$ cat src/rtl/spi_arbiter.sv
// Round-robin arbiter sharing one SPI master among NUM_REQ requesters.
// Optional WAIT timeout is enabled by defining SPI_ARB_TIMEOUT_EN.
module spi_arbiter #(
    parameter int NUM_REQ        = 4,
    parameter int TIMEOUT_CYCLES = 1024
) (
    input  logic                       clk,
    input  logic                       rst,
    input  logic [NUM_REQ-1:0]         req,
    input  logic [8*NUM_REQ-1:0]       req_data,
    input  logic [2*NUM_REQ-1:0]       req_mode,
    output logic [NUM_REQ-1:0]         gnt,
    output logic [NUM_REQ-1:0]         ack,
    output logic [7:0]                 rsp_data,
    output logic                       err,
    output logic                       spi_start,
    output logic [7:0]                 spi_data,
    output logic [1:0]                 spi_mode,
    input  logic                       spi_done,
    input  logic [7:0]                 spi_rx,
    output logic [$clog2(NUM_REQ)-1:0] slave_sel
);

    localparam int SEL_W = $clog2(NUM_REQ);

    typedef enum logic [1:0] {IDLE, LAUNCH, WAIT, RESP} state_t;

    state_t           state;
    state_t           state_next;
    logic [SEL_W-1:0] ptr;
    logic [SEL_W-1:0] win;
    logic             found;
    logic             expire;

    // ptr holds the index searched first, i.e. one past the last winner.
    always_comb begin : rr_search
        int idx;
        idx   = 0;
        found = 1'b0;
        win   = '0;
        for (int k = 0; k < NUM_REQ; k++) begin
            idx = int'(ptr) + k;
            if (idx >= NUM_REQ) begin
                idx = idx - NUM_REQ;
            end
            if (!found && req[idx]) begin
                found = 1'b1;
                win   = SEL_W'(idx);
            end
        end
    end

`ifdef SPI_ARB_TIMEOUT_EN
    localparam int CNT_W = $clog2(TIMEOUT_CYCLES + 1);

    logic [CNT_W-1:0] wait_cnt;

    always_ff @(posedge clk or posedge rst) begin
        if (rst) begin
            wait_cnt <= '0;
        end else if (state == LAUNCH) begin
            wait_cnt <= '0;
        end else if (state == WAIT) begin
            wait_cnt <= wait_cnt + CNT_W'(1);
        end
    end

    assign expire = (wait_cnt == CNT_W'(TIMEOUT_CYCLES - 1));
`else
    assign expire = 1'b0;
`endif

    always_comb begin
        state_next = state;
        case (state)
            IDLE:    if (found) state_next = LAUNCH;
            LAUNCH:  state_next = WAIT;
            WAIT: begin
                if (spi_done) begin
                    state_next = RESP;
                end else if (expire) begin
                    state_next = IDLE;
                end
            end
            RESP:    state_next = IDLE;
            default: state_next = IDLE;
        endcase
    end

    // spi_done takes priority over expiry when both land in the same cycle.
    always_ff @(posedge clk or posedge rst) begin
        if (rst) begin
            state     <= IDLE;
            gnt       <= '0;
            ack       <= '0;
            err       <= 1'b0;
            spi_start <= 1'b0;
            spi_data  <= '0;
            spi_mode  <= '0;
            rsp_data  <= '0;
            slave_sel <= '0;
            ptr       <= '0;
        end else begin
            state     <= state_next;
            ack       <= '0;
            err       <= 1'b0;
            spi_start <= 1'b0;
            case (state)
                IDLE: begin
                    if (found) begin
                        gnt       <= {{(NUM_REQ-1){1'b0}}, 1'b1} << win;
                        slave_sel <= win;
                        spi_data  <= req_data[8*win +: 8];
                        spi_mode  <= req_mode[2*win +: 2];
                        spi_start <= 1'b1;
                        ptr       <= (win == SEL_W'(NUM_REQ - 1)) ? '0 : win + SEL_W'(1);
                    end
                end
                WAIT: begin
                    if (spi_done) begin
                        rsp_data <= spi_rx;
                        ack      <= gnt;
                    end else if (expire) begin
                        gnt <= '0;
                        err <= 1'b1;
                    end
                end
                RESP: begin
                    gnt <= '0;
                end
                default: begin
                end
            endcase
        end
    end

endmodule

$ cat config.mk
export PLATFORM = sky130hd
export DESIGN_NAME = spi_arbiter
export DESIGN_NICKNAME = d
export VERILOG_FILES = /design/src/rtl/spi_arbiter.sv
export SDC_FILE = /design/constraint.sdc
export NUM_CORES = 1
export LEC_CHECK = 0
export ABC_CLOCK_PERIOD_IN_PS = 3070
export BUFFER_PORTS_ARGS = -buffer_cell sky130_fd_sc_hd__buf_2
export CAP_MARGIN = 30
export CORE_MARGIN = 5
export CORE_UTILIZATION = 45
export CTS_CLUSTER_DIAMETER = 120
export CTS_CLUSTER_SIZE = 14
export DETAILED_ROUTE_END_ITERATION = 10
export PLACE_DENSITY = 0.78
export SYNTH_ARGS = -nofsm -noshare
export SYNTH_HDL_FRONTEND = slang
export SYNTH_SLANG_ARGS = --single-unit
$ cat constraint.sdc
create_clock -name clk -period 3.07 [get_ports clk]
set_clock_uncertainty 0.2 [all_clocks]
set_input_delay 0.614 -clock clk [delete_from_list [all_inputs] [get_ports clk]]
set_output_delay 0.614 -clock clk [all_outputs]
set_load 0.05 [all_outputs]
==> results.md <==
- Worst hold slack: 210 ps
- Design Power: 2590 uW
- Status: finished, final reports clean
- Die height: 72.9 um
- CP peak stage delay: 530 ps
- Gpl congestion: 0.789
- Yosys top cell by area: dfrtp_1
- Post_cts resized: 0
- Power Density: 1120 nW/um2
- Synth Register Bits: 33
- CP Cell Sequence: mux2i_1 > o221ai_4 > inv_4 > ha_1 > a22o_1 > a22o_1
- Final setup viols: 0
- Slew Viols, Final: 0
- Required time worst endpoint: a little over 3000 ps
- Ys flop type: dfrtp_1
- Share of layout cells above drive strength 1: 0.465
- IO buf count: 83
- Total wire length: between 3 and 4 mm
- Crit path buf inv count: 1
- Top-count cell post-synth: dfrtp_1
- Ys async rst share: 1.00
- Vias in the first global route: roughly 1500
- H-tree depth: 2
- FILL cells: between 300 and 400
- Clock sinks: 33
- Grt total ovfl: 0
- Drt wl/cell: 13.5 um
- Max-slew headroom: 0.600
- Root Driver: clkbuf_8
- Most frequent cells after synthesis: dfrtp_1, nand2_1, mux2i_1, nor2_1, mux2_2
- Crit. End Element: register
- Core Rows: 22
- Diodes inserted: 0
- Latest clock arrival within the worst-skew pair: 280 ps
- Fin crit share: 0.729
- Final setup margin: 832 ps
- Vias per Instance: just over 5
- Worst-case clock buffer depth: 2
- RSZ-0062 raised after global routing: false
- Initial antenna violation count: 0
- Net Count, Synth: between 200 and 250
- Dpl ws: 555 ps
- Largest net degree at the start of global routing: 34
- First-pass GRT wire length: between 6 and 7 mm
- Tightest Pin Transition: 600 ps
- Syn avg cell area: 11.4 um2
- Synth Warn #: 0
- Cells after Synth: 156
- Maximum clock rate: approximately 0.45 GHz
- Vias: 1465
- Final HPWL DP: 3.16 mm
- Die X: 72.9 um
- Core Area: 3740 um2
- Clock slew at reported path FFs: 70 ps
- Tmin final: around 2200 ps
- Max VDD drop: 0.565 mV
- Fin nets: 303
- Top cells by area, synth: dfrtp_1, mux2i_1, mux2_2
- Inst Count DP: 283
- Register area share after synthesis: 0.464
- Startpoint Class: register
- Hold Vio Cnt, Final: 0
- CP max stage cell: dfrtp_1
- Most frequent cell on the critical path: a22o_1
- Unique cell type count in the Yosys netlist: 36
- Initial Utilization: 0.475
- Post-synth EDFFs: 0
- Setup TNS: 0 ps
- Area grow syn2layout: 29.8%
- Crit path kind: reg2reg
- Die area: 5310 um2
- Max-Cap Viols: 0
- Hold Path Class: in2async
- Crit Path Max Fanout: 17
- CTS tree: yes
- Top cell type's share of synthesized area: 0.464
- First-pass detailed-route iteration total: 4
- Synthesized cell area: 1780 um2
- Initial DRC Count: 53
- DRC viols: 0
- Ports: 85
- Num CTS Buffers: 5
- Critical Path AT: approximately 2200 ps
- Leak Pwr: roughly 0.0012 uW
- Cell family with most CP delay: compound AO/OA/AOI/OAI gates
- Gr usage total: 0.155
- Setup Fix Bufs, Post-CTS: 0
- DRT antenna net count: 0
- Hold buffer count at CTS: 0
- Finished Layout Cells: 291
==> logic make-up after synthesis <==
logic type	count (synthesis)	synth area share
buffers and inverters	14	0.0541
adder cells (fa/ha/maj)	6	0.0422
flip-flops	33	0.464
AND/OR/NAND/NOR	42	0.124
AO/OA/AOI/OAI	37	0.179
other	1	0.00211
multiplexers	23	0.135
==> worst reg2reg max path, delay by kind of cell, from the launching register on <==
| family | cells | cell delay [ps] |
|---|---|---|
| AOI/OAI and AO/OA | 3 | 880 |
| DFF | 1 | 530 |
| adders and majority gates | 1 | 220 |
| muxes | 1 | 180 |
| buffers and inverters | 1 | 120 |
==> final timing paths <==
kind	from	end	slack, ps	depth (start not counted)
worst max-delay path	ptr[1]	gnt[3]	830	6
worst min-delay path	rst	spi_data[4]	210	3
worst max register to register	ptr[1]	gnt[3]	830	6
worst min register to register	slave_sel[1]	slave_sel[1]	290	2
max in group asynchronous	rst	ack[0]	2170	3
min in group clk	slave_sel[1]	slave_sel[1]	290	2
==> state kept, by name (all words and copies together), names as in the netlist <==
| signal | count |
|---|---|
| rsp_data | 8 |
| spi_data | 8 |
| ack | 4 |
| gnt | 4 |
| ptr | 2 |
| slave_sel | 2 |
| spi_mode | 2 |
| state | 2 |
| spi_start | 1 |
==> power breakdown <==
group / leakage [uW] / internal [uW] / total (uW) / switching, uW
Sequential: 0.000405 / 631 / 751 / 121
Clock: 0.0000542 / 202 / 347 / 145
Combinational: 0.000731 / 442 / 1490 / 1050
==> cell usage in the layout (no fill, tap or decap), types with 2 or more instances in the layout <==
| cell type | n |
|---|---|
| inv_4 | 2 |
| a2111oi_1 | 6 |
| o21ai_0 | 6 |
| mux2_2 | 8 |
| mux2i_1 | 15 |
| and3_1 | 4 |
| buf_4 | 2 |
| clkbuf_8 | 7 |
| a22o_1 | 3 |
| o221ai_1 | 4 |
| nand2_1 | 16 |
| nor2_1 | 10 |
| ha_1 | 6 |
| dfrtp_1 | 33 |
| and2_2 | 3 |
| a32o_1 | 2 |
| a211oi_1 | 6 |
| a21oi_1 | 4 |
| and2_0 | 3 |
| inv_1 | 5 |
| buf_2 | 83 |
==> routing by layer <==
layer / global-route usage / share of wire / vias up
met1: 0.207 / 0.44 / 672
li1: - / - / 738
met5: 0 / 0 / -
met4: 0.0184 / 0.0041 / 0
met2: 0.247 / 0.48 / 52
met3: 0.0606 / 0.081 / 3
==> area by class of cell <==
cell class                 count  area, um2  share of cell area
multi-input combinational    109        857               0.371
sequential                    33        826               0.358
timing repair buffer          85        430               0.186
clock buffer                   7       96.3              0.0417
tap                           48       60.1              0.0260
inverter                       8       35.0              0.0152
clock inverter                 1       5.00             0.00217
==> per-stage QoR <==
step	util	area (um2)
final	0.617	2310
after global routing	0.617	2310
after detailed placement	0.590	2210
after CTS	0.617	2310
after floorplan	-	1780
after global placement	0.590	2210
No activity file was read; power rests on OpenSTA's default activity.
